$ cat src/rtl/hash_request_batcher.sv
// Packs a valid/ready stream of search/insert/delete requests into single-cycle
// lane batches for the multi-port XOR hash table, tagging each issued batch.
module hash_request_batcher #(
    parameter int NUM_RD         = 8,
    parameter int NUM_WR         = 4,
    parameter int KEY_WIDTH      = 32,
    parameter int VALUE_WIDTH    = 31,
    parameter int MAX_WAIT       = 4,
    parameter int BATCH_ID_WIDTH = 4
) (
    input  logic                          clk,
    input  logic                          reset,
    input  logic                          in_valid,
    output logic                          in_ready,
    input  logic [KEY_WIDTH-1:0]          in_key,
    input  logic [VALUE_WIDTH-1:0]        in_value,
    input  logic [1:0]                    in_opt,
    input  logic                          issue_en,
    input  logic                          flush_req,
    output logic [NUM_RD*KEY_WIDTH-1:0]   key,
    output logic [NUM_WR*VALUE_WIDTH-1:0] value,
    output logic [2*NUM_WR-1:0]           opt,
    output logic [NUM_WR-1:0]             en_in,
    output logic                          batch_valid,
    output logic [NUM_RD-1:0]             lane_valid,
    output logic [BATCH_ID_WIDTH-1:0]     batch_id
);

    localparam int CNT_W = $clog2(NUM_RD + 1);
    localparam int AGE_W = (MAX_WAIT > 1) ? $clog2(MAX_WAIT) : 1;
    localparam logic [CNT_W-1:0] NUM_RD_C  = CNT_W'(NUM_RD);
    localparam logic [CNT_W-1:0] NUM_WR_C  = CNT_W'(NUM_WR);
    localparam logic [AGE_W-1:0] AGE_MAX_C = AGE_W'(MAX_WAIT - 1);

    typedef enum logic {
        ST_EMPTY   = 1'b0,
        ST_FILLING = 1'b1
    } state_t;

    state_t                    r_state;
    logic [CNT_W-1:0]          r_wc;
    logic [CNT_W-1:0]          r_rc;
    logic [AGE_W-1:0]          r_age;
    logic [BATCH_ID_WIDTH-1:0] r_id;
    logic [NUM_RD-1:0]         r_laneOcc;
    logic [NUM_RD-1:0]         r_laneWr;
    logic [KEY_WIDTH-1:0]      r_laneKey [NUM_RD];
    logic [VALUE_WIDTH-1:0]    r_laneVal [NUM_WR];
    logic [1:0]                r_laneOpt [NUM_WR];

    logic             w_inWrite;
    logic [CNT_W-1:0] w_count;
    logic             w_full;
    logic             w_keyHit;
    logic             w_conflict;
    logic             w_timeout;
    logic             w_flush;
    logic             w_accept;
    logic [CNT_W-1:0] w_wrPos;
    logic [CNT_W-1:0] w_rdPos;
    logic [CNT_W-1:0] w_wcNext;
    logic [CNT_W-1:0] w_rcNext;
    logic [NUM_RD-1:0] w_wrSel;
    logic [NUM_RD-1:0] w_rdSel;

    assign w_inWrite = (in_opt == 2'b01) || (in_opt == 2'b10);
    assign w_count   = r_wc + r_rc;
    assign w_full    = (w_count == NUM_RD_C);
    assign w_timeout = (r_age == AGE_MAX_C);

    // Search/search on a shared key is harmless; any write involvement is a hazard.
    always_comb begin
        w_keyHit = 1'b0;
        for (int i = 0; i < NUM_RD; i++) begin
            if (r_laneOcc[i] && (r_laneKey[i] == in_key) && (w_inWrite || r_laneWr[i])) begin
                w_keyHit = 1'b1;
            end
        end
    end

    assign w_conflict = (r_state == ST_FILLING) &&
                        ((w_inWrite && (r_wc == NUM_WR_C)) || w_keyHit);

    assign w_flush  = issue_en && (r_state == ST_FILLING) &&
                      (w_full || (in_valid && w_conflict) || w_timeout || flush_req);
    assign in_ready = issue_en || (!w_full && !w_conflict);
    assign w_accept = in_valid && in_ready;

    // A request accepted on a flush cycle opens the fresh batch, so placement restarts.
    assign w_wrPos  = w_flush ? '0 : r_wc;
    assign w_rdPos  = w_flush ? '0 : r_rc;
    assign w_wcNext = w_wrPos + {{(CNT_W-1){1'b0}}, (w_accept && w_inWrite)};
    assign w_rcNext = w_rdPos + {{(CNT_W-1){1'b0}}, (w_accept && !w_inWrite)};

    always_comb begin
        w_wrSel = '0;
        w_rdSel = '0;
        for (int i = 0; i < NUM_RD; i++) begin
            w_wrSel[i] = (w_wrPos == CNT_W'(i));
            w_rdSel[i] = (w_rdPos == CNT_W'(NUM_RD - 1 - i));
        end
    end

    always_ff @(posedge clk or negedge reset) begin
        if (!reset) begin
            r_state     <= ST_EMPTY;
            r_wc        <= '0;
            r_rc        <= '0;
            r_age       <= '0;
            r_id        <= '0;
            r_laneOcc   <= '0;
            r_laneWr    <= '0;
            for (int i = 0; i < NUM_RD; i++) begin
                r_laneKey[i] <= '0;
            end
            for (int w = 0; w < NUM_WR; w++) begin
                r_laneVal[w] <= '0;
                r_laneOpt[w] <= '0;
            end
            batch_valid <= 1'b0;
            lane_valid  <= '0;
            key         <= '0;
            value       <= '0;
            opt         <= '0;
            en_in       <= '0;
            batch_id    <= '0;
        end else begin
            batch_valid <= w_flush;
            if (w_flush) begin
                lane_valid <= r_laneOcc;
                en_in      <= r_laneWr[NUM_WR-1:0];
                batch_id   <= r_id;
                r_id       <= r_id + BATCH_ID_WIDTH'(1);
                for (int i = 0; i < NUM_RD; i++) begin
                    key[i*KEY_WIDTH +: KEY_WIDTH] <= r_laneKey[i];
                end
                for (int w = 0; w < NUM_WR; w++) begin
                    value[w*VALUE_WIDTH +: VALUE_WIDTH] <= r_laneVal[w];
                    opt[2*w +: 2]                       <= r_laneOpt[w];
                end
            end else begin
                lane_valid <= '0;
                en_in      <= '0;
                batch_id   <= '0;
                key        <= '0;
                value      <= '0;
                opt        <= '0;
            end

            // Lanes are wiped on issue so unoccupied or search lanes read back as zero.
            if (w_flush) begin
                r_laneOcc <= '0;
                r_laneWr  <= '0;
                for (int i = 0; i < NUM_RD; i++) begin
                    r_laneKey[i] <= '0;
                end
                for (int w = 0; w < NUM_WR; w++) begin
                    r_laneVal[w] <= '0;
                    r_laneOpt[w] <= '0;
                end
            end

            if (w_accept) begin
                for (int i = 0; i < NUM_RD; i++) begin
                    if (w_inWrite ? w_wrSel[i] : w_rdSel[i]) begin
                        r_laneKey[i] <= in_key;
                        r_laneOcc[i] <= 1'b1;
                        r_laneWr[i]  <= w_inWrite;
                    end
                end
                for (int w = 0; w < NUM_WR; w++) begin
                    if (w_inWrite && w_wrSel[w]) begin
                        r_laneVal[w] <= in_value;
                        r_laneOpt[w] <= in_opt;
                    end
                end
            end

            r_wc    <= w_wcNext;
            r_rc    <= w_rcNext;
            r_state <= ((w_wcNext != '0) || (w_rcNext != '0)) ? ST_FILLING : ST_EMPTY;

            // Age saturates while issue is blocked so a stalled batch goes out first chance.
            if (w_flush || (r_state == ST_EMPTY)) begin
                r_age <= '0;
            end else if (!w_timeout) begin
                r_age <= r_age + AGE_W'(1);
            end
        end
    end

endmodule

$ cat config.mk
export PLATFORM = sky130hd
export DESIGN_NAME = hash_request_batcher
export DESIGN_NICKNAME = d
export VERILOG_FILES = /design/src/rtl/hash_request_batcher.sv
export SDC_FILE = /design/constraint.sdc
export NUM_CORES = 1
export LEC_CHECK = 0
export BUFFER_PORTS_ARGS = -buffer_cell sky130_fd_sc_hd__buf_2
export CORE_MARGIN = 10
export CORE_UTILIZATION = 36
export CTS_CLUSTER_SIZE = 16
export DETAILED_ROUTE_END_ITERATION = 8
export PLACE_DENSITY = 0.6
export SLEW_MARGIN = 10
export SYNTH_ARGS = -nofsm -noshare
export SYNTH_HDL_FRONTEND = slang
export SYNTH_SLANG_ARGS = --single-unit
$ cat constraint.sdc
create_clock -name clk -period 7.25 [get_ports clk]
set_input_delay 0.725 -clock clk [delete_from_list [all_inputs] [get_ports clk]]
set_output_delay 0.725 -clock clk [all_outputs]
set_load 0.01 [all_outputs]
After elaboration in Yosys (flattened, before gate mapping)
Index checks and enable logic that the tools add are counted.

Eq/ne operators: 28. Bitwise operators: 1. Multiplexer cells: 69. Add/subtract/negate cells: 5. Reductions and logical operators: 52.

Operators with widths (number): 256-bit 2-to-1 mux (3); 124-bit 2-to-1 mux (3); 32-bit equality test (8); 32-bit 2-to-1 mux (8); 31-bit 2-to-1 mux (4); 8-bit 2-to-1 mux (8); 4-bit by 3-bit equality test with 1-bit output (second input constant) (9); 1-bit 2-to-1 mux (33); 1-bit logical AND (29); 4-bit by 2-bit equality test with 1-bit output (second input constant) (4); 1-bit logical OR (16); 4-bit 2-to-1 mux (4); 2-bit 2-to-1 mux (6); 4-bit by 1-bit adder with 4-bit output (2); 4-bit by 1-bit equality test with 1-bit output (second input constant) (2); 4-bit zero test (2); 4-bit nonzero test (2); 4-bit by 1-bit adder with 4-bit output (second input constant) (1); 4-bit adder (1); 2-bit equality test (second input constant) (2); 4-bit equality test (second input constant) (1); 1-bit zero test (3); 2-bit by 1-bit adder with 2-bit output (second input constant) (1); 2-bit by 1-bit equality test with 1-bit output (second input constant) (1); 2 further kinds (2).

Bits of input ports: 70. Output and inout port bits: 406. Word-level logic and storage cells: 185. Bits in registers: 824.

Longest topological paths before layout
Depth after elaboration: 24. Gate-level depth with buffers: 16. Mapped depth without buffers: 12.

Worst setup path after synthesis
OpenSTA, ideal clock, no wires.

Path kind: input -> register. From: input in_key[16]. To: register r_laneOcc[0]. Stages: 12. Data required time: 7132 ps. Arrival time: 3395 ps. Setup slack: 3737 ps. Cell sequence: buf_2 xor2_1 nor4_1 nand4_1 or4_1 o21ai_1 nor3_1 a221oi_4 a211oi_2 or2_4 buf_2 a21o_1.

Word-level cells in the longest chain between the ends: 23. Elaborated cells between the ends (all ways): 51.

RTL lines: from (decl) (RTL line 15) `input logic [KEY_WIDTH-1:0] in_key,`; 32-bit equality test (RTL line 75) `if (r_laneOcc[i] && (r_laneKey[i] == in_key) && (w_inWrite || r_laneWr[i])) begin`; 1-bit logical AND (2 in a row) (RTL line 75); 1-bit 2-to-1 mux (7 in a row) (RTL line 75); 1-bit 2-to-1 mux * (RTL line 75); 1-bit logical OR * (RTL line 82) `((w_inWrite && (r_wc == NUM_WR_C)) || w_keyHit);`; 1-bit logical AND * (RTL line 81) `assign w_conflict = (r_state == ST_FILLING) &&`; 1-bit logical AND (RTL line 85) `(w_full || (in_valid && w_conflict) || w_timeout || flush_req);`; 1-bit logical OR (3 in a row) (RTL line 85); 1-bit logical AND (RTL line 84) `assign w_flush = issue_en && (r_state == ST_FILLING) &&`; 4-bit 2-to-1 mux (on tied branches) (RTL line 91, 90); 4-bit by 3-bit equality test with 1-bit output / 4-bit zero test (equally long branches) (RTL line 100, 99); 1-bit 2-to-1 mux (2 in a row) (RTL line 165) `if (w_inWrite ? w_wrSel[i] : w_rdSel[i]) begin`; 8-bit 2-to-1 mux * (RTL line 163) `if (w_accept) begin`; to (signal assigned) (RTL line 111) `r_laneOcc <= '0;`; to (signal assigned) (RTL line 152) `r_laneOcc <= '0;`; to (signal, indexed assignment) (RTL line 167) `r_laneOcc[i] <= 1'b1;`; to (decl) (RTL line 45) `logic [NUM_RD-1:0] r_laneOcc;`.

Mark *: on every way between the ends. The rest lies on a longest branch, timed or not. A chain may end at the register's enable or synchronous reset.

Final worst setup path
From: register r_rc[0]. To: register r_laneKey[74] (netlist bit).

Word-level cells in the longest chain between the ends: 11. Elaborated cells between the ends (all ways): 18.

RTL lines: from (decl) (RTL line 42) `logic [CNT_W-1:0] r_rc;`; from (signal assigned) (RTL line 180) `r_rc <= w_rcNext;`; 4-bit adder (RTL line 67) `assign w_count = r_wc + r_rc;`; 4-bit equality test (RTL line 68) `assign w_full = (w_count == NUM_RD_C);`; 1-bit logical OR (3 in a row) (RTL line 85); 1-bit logical AND (RTL line 84); 4-bit 2-to-1 mux (on tied branches) (RTL line 91, 90); 4-bit by 2-bit equality test with 1-bit output / 4-bit by 3-bit equality test with 1-bit output (equally long branches) (RTL line 100, 99); 1-bit 2-to-1 mux (RTL line 165); 32-bit 2-to-1 mux (RTL line 165); 256-bit 2-to-1 mux * (RTL line 163); to (signal, indexed assignment) (RTL line 166) `r_laneKey[i] <= in_key;`; to (decl) (RTL line 47) `logic [KEY_WIDTH-1:0] r_laneKey [NUM_RD];`.

Marked as above.

==> reports/results.txt <==
Status - finished clean
EDFF count, synth - 0
Cells after Synth - 3112
Setup violations, final - 0
Yosys reg bits - 824
PostCTS Resize Cnt - 0
RSZ-0062 raised after global routing - false
Synth Warn # - 0
Root Driver - clkbuf_16
Power share of the clock group - 30.4%
Sequential-to-total area share from yosys stat - 61.9%
Crit Path Max Fanout - 192
TritonCTS Buffers - 89
Required @ worst endpoint - 7.82 ns
Setup TNS - 0 ns
Setup Buffers After CTS - 0
Chip Width - 324 um
Post-route minimum period - 5.21 ns
Fin. Hold Viols - 0
Power per cell area - 376 mW/mm^2
Gpl congestion - 0.857
Skew final - 0.0318 ns
Combinational share of power - 22.4%
Inst Count DP - 4619
Fmax - 0.192 GHz
CTS Hold Bufs - 0
Worst setup SP type - flip-flop
Mean Syn Cell Area - 10.7 um^2
Internal power - 9.68 mW
Finished Layout Cells - 4780
Detailed Routing Iterations Pass 1 - 5
Clk_lat worst skew - 0.66 ns
Delay-heaviest family, CP - buffers and inverters
Crit-path cells - ha_1, inv_1, fa_1, xor2_1, nand4b_1, nand2_1, o31ai_4, buf_4, buf_12, buf_4, nand2_1, mux2i_1
Final Util - 42.9%
Yosys top cell area share - 61.9%
Pleak - 20.3 nW
First-pass GRT wire length - 157000 um
Worst vdd ir - 0.000211 V
Rel. slew slack - 15.5%
Rows - 111
Post-synthesis cell type count - 55
Routed vias - 23400
Tcrit/Tclk final - 71.8%
Vias in the first global route - 23400
Post-Route WL - 108000 um
Largest net degree at the start of global routing - 266
Share of layout cells above drive strength 1 - 19.1%
Critical Path Sink Type - flip-flop
Max Slew Vio Count - 0
Post-route ant nets - 0
Initial antenna violation count - 8
Detailed Route Iter0 Violations - 2219
Chip Height - 324 um
CTS tree - yes
Number of buffers inserted by port buffering - 475
Mapped cell area - 0.0333 mm^2
H-tree Lvls - 3
Remaining DRCs - 0
Ports - 476
Sequential share of power - 47.3%
Clk buf depth - 3
Max Cap Viol - 0
Reg clk slew, reported paths - 0.06 ns
Syn nets - 3188
Ys async rst share - 100%
Gr usage total - 20.0%
Buf+Inv Stages, Crit Path - 4
Detailed Place HPWL - 71600 um
Sw Share - 34.7%
Post-synth top flop - dfrtp_1
Vias per inst - 4.90
Die ar. - 0.105 mm^2
Fillcell total - 8858
Min-delay worst type - primary input to asynchronous set/reset pin
Initial Util - 36.3%
Slowest cell delay on critical path - 0.85 ns
Critical-path top delay cell - buf_4
Core Box Area - 0.0918 mm^2
Data arrival time of the critical path - 5.78 ns
Cell taking the most area after synthesis - dfrtp_1
Synth-to-layout area growth - 18.3%
Worst-Margin Slew - 1.27 ns
Setup CP Type - flip-flop to flip-flop
Net count, final - 3543
Grt ovf - 0
Net Switching - 5.15 mW
TritonCTS Sinks - 824
Synth top area cells - dfrtp_1, and2_1, nand2_1, xor2_1, o21ai_0
Avg WL per Cell - 22.6 um
-- cell usage after synthesis (3+ instances only) --
master / number
nor2_1: 13
dfrtp_1: 824
and2_1: 404
buf_1: 5
nor3_1: 27
or2_2: 5
xor2_1: 213
mux2i_1: 64
nand3_1: 45
nor4_1: 50
nor4_2: 3
a21oi_1: 9
o2111ai_1: 7
ha_1: 5
clkbuf_1: 145
inv_1: 71
o21ai_1: 51
o21ai_0: 345
nand2_1: 607
a21o_1: 8
buf_6: 9
or3_1: 9
xnor2_1: 55
buf_4: 13
nand4_1: 18
buf_2: 71
-- layout by cell type, fill, tap and decap left out, types with 27 or more instances in the layout --
cell,count
and2_1,404
buf_2,474
buf_4,27
clkbuf_16,89
dfrtp_1,824
inv_1,71
mux2i_1,64
nand2_1,607
nand3_1,45
nor4_1,50
o21ai_0,345
o21ai_1,51
xnor2_1,55
xor2_1,212
-- registers in the layout, summed over array words and instances (netlist names) --
register     flops
r_laneWr         8
value          124
opt              8
key            256
r_laneKey      256
en_in            4
r_laneVal      124
r_id             4
r_laneOpt        8
batch_id         4
lane_valid       8
r_rc             4
r_age            2
r_wc             4
batch_valid      1
r_state          1
r_laneOcc        8
-- metal layers --
metal / wire length, um / up-vias / global-route usage, %
met5: 34 / - / 0
met3: 10500 / 154 / 6.06
li1: - / 10700 / -
met1: 45800 / 11600 / 26.8
met4: 2750 / 6 / 5.94
met2: 49000 / 948 / 31.1
-- cell families after synthesis --
group                      after synthesis  synth area share [%]
adders and majority gates                6                 0.248
xor gates and xnor gates               268                  7.04
and+or+nand+nor                       1195                  17.7
muxes                                   65                  1.96
AOI/OAI and AO/OA                      439                  7.03
DFF                                    824                  61.9
buffers and inverters                  315                  4.16
-- worst paths after layout --
path,start,to,slack [ns],cells past startpoint
setup / recovery,r_rc[0],r_laneKey[74],2.04,12
hold / removal,reset,value[116],0.08,1
setup reg to reg,r_rc[0],r_laneKey[74],2.04,12
hold reg to reg,r_laneOpt[5],opt[3],0.47,1
max in group asynchronous,reset,key[75],5.59,2
min in group clk,in_value[14],r_laneVal[45],0.33,3
-- area by class of cell --
cell class / instances / area, um^2 / area share, %
Antenna cell: 1 / 2.50 / 0.00635
Clock buffer: 124 / 2550 / 6.46
Clock inverter: 36 / 347 / 0.879
Inverter: 72 / 278 / 0.704
Multi-Input combinational cell: 1973 / 11400 / 28.9
Sequential cell: 824 / 20600 / 52.3
Tap cell: 1243 / 1560 / 3.94
Timing Repair Buffer: 507 / 2690 / 6.82
-- power groups by stage --
stage | clock network [mW] | registers, mW | logic, mW
final | 4.50 | 7.01 | 3.32
after global placement | 0 | 7.08 | 3.29
after detailed placement | 0 | 7.08 | 3.35
after CTS | 4.61 | 7.01 | 3.37
after global routing | 4.79 | 7.15 | 3.76
after floorplan | 0 | 6.71 | 2.16
-- per-stage QoR --
stage	total power [mW]	cell area, um^2	hold WS [ns]	setup slack (ns)
3_5_place_dp	10.4	36500	0.458	1.50
2_1_floorplan	8.87	33300	0.429	3.74
5_1_grt	15.7	39400	0.139	1.68
6_report	14.8	39400	0.0844	2.04
3_3_place_gp	10.4	36500	0.453	1.54
4_1_cts	15.0	39400	0.103	2.09
No activity file was read; power rests on OpenSTA's default activity.
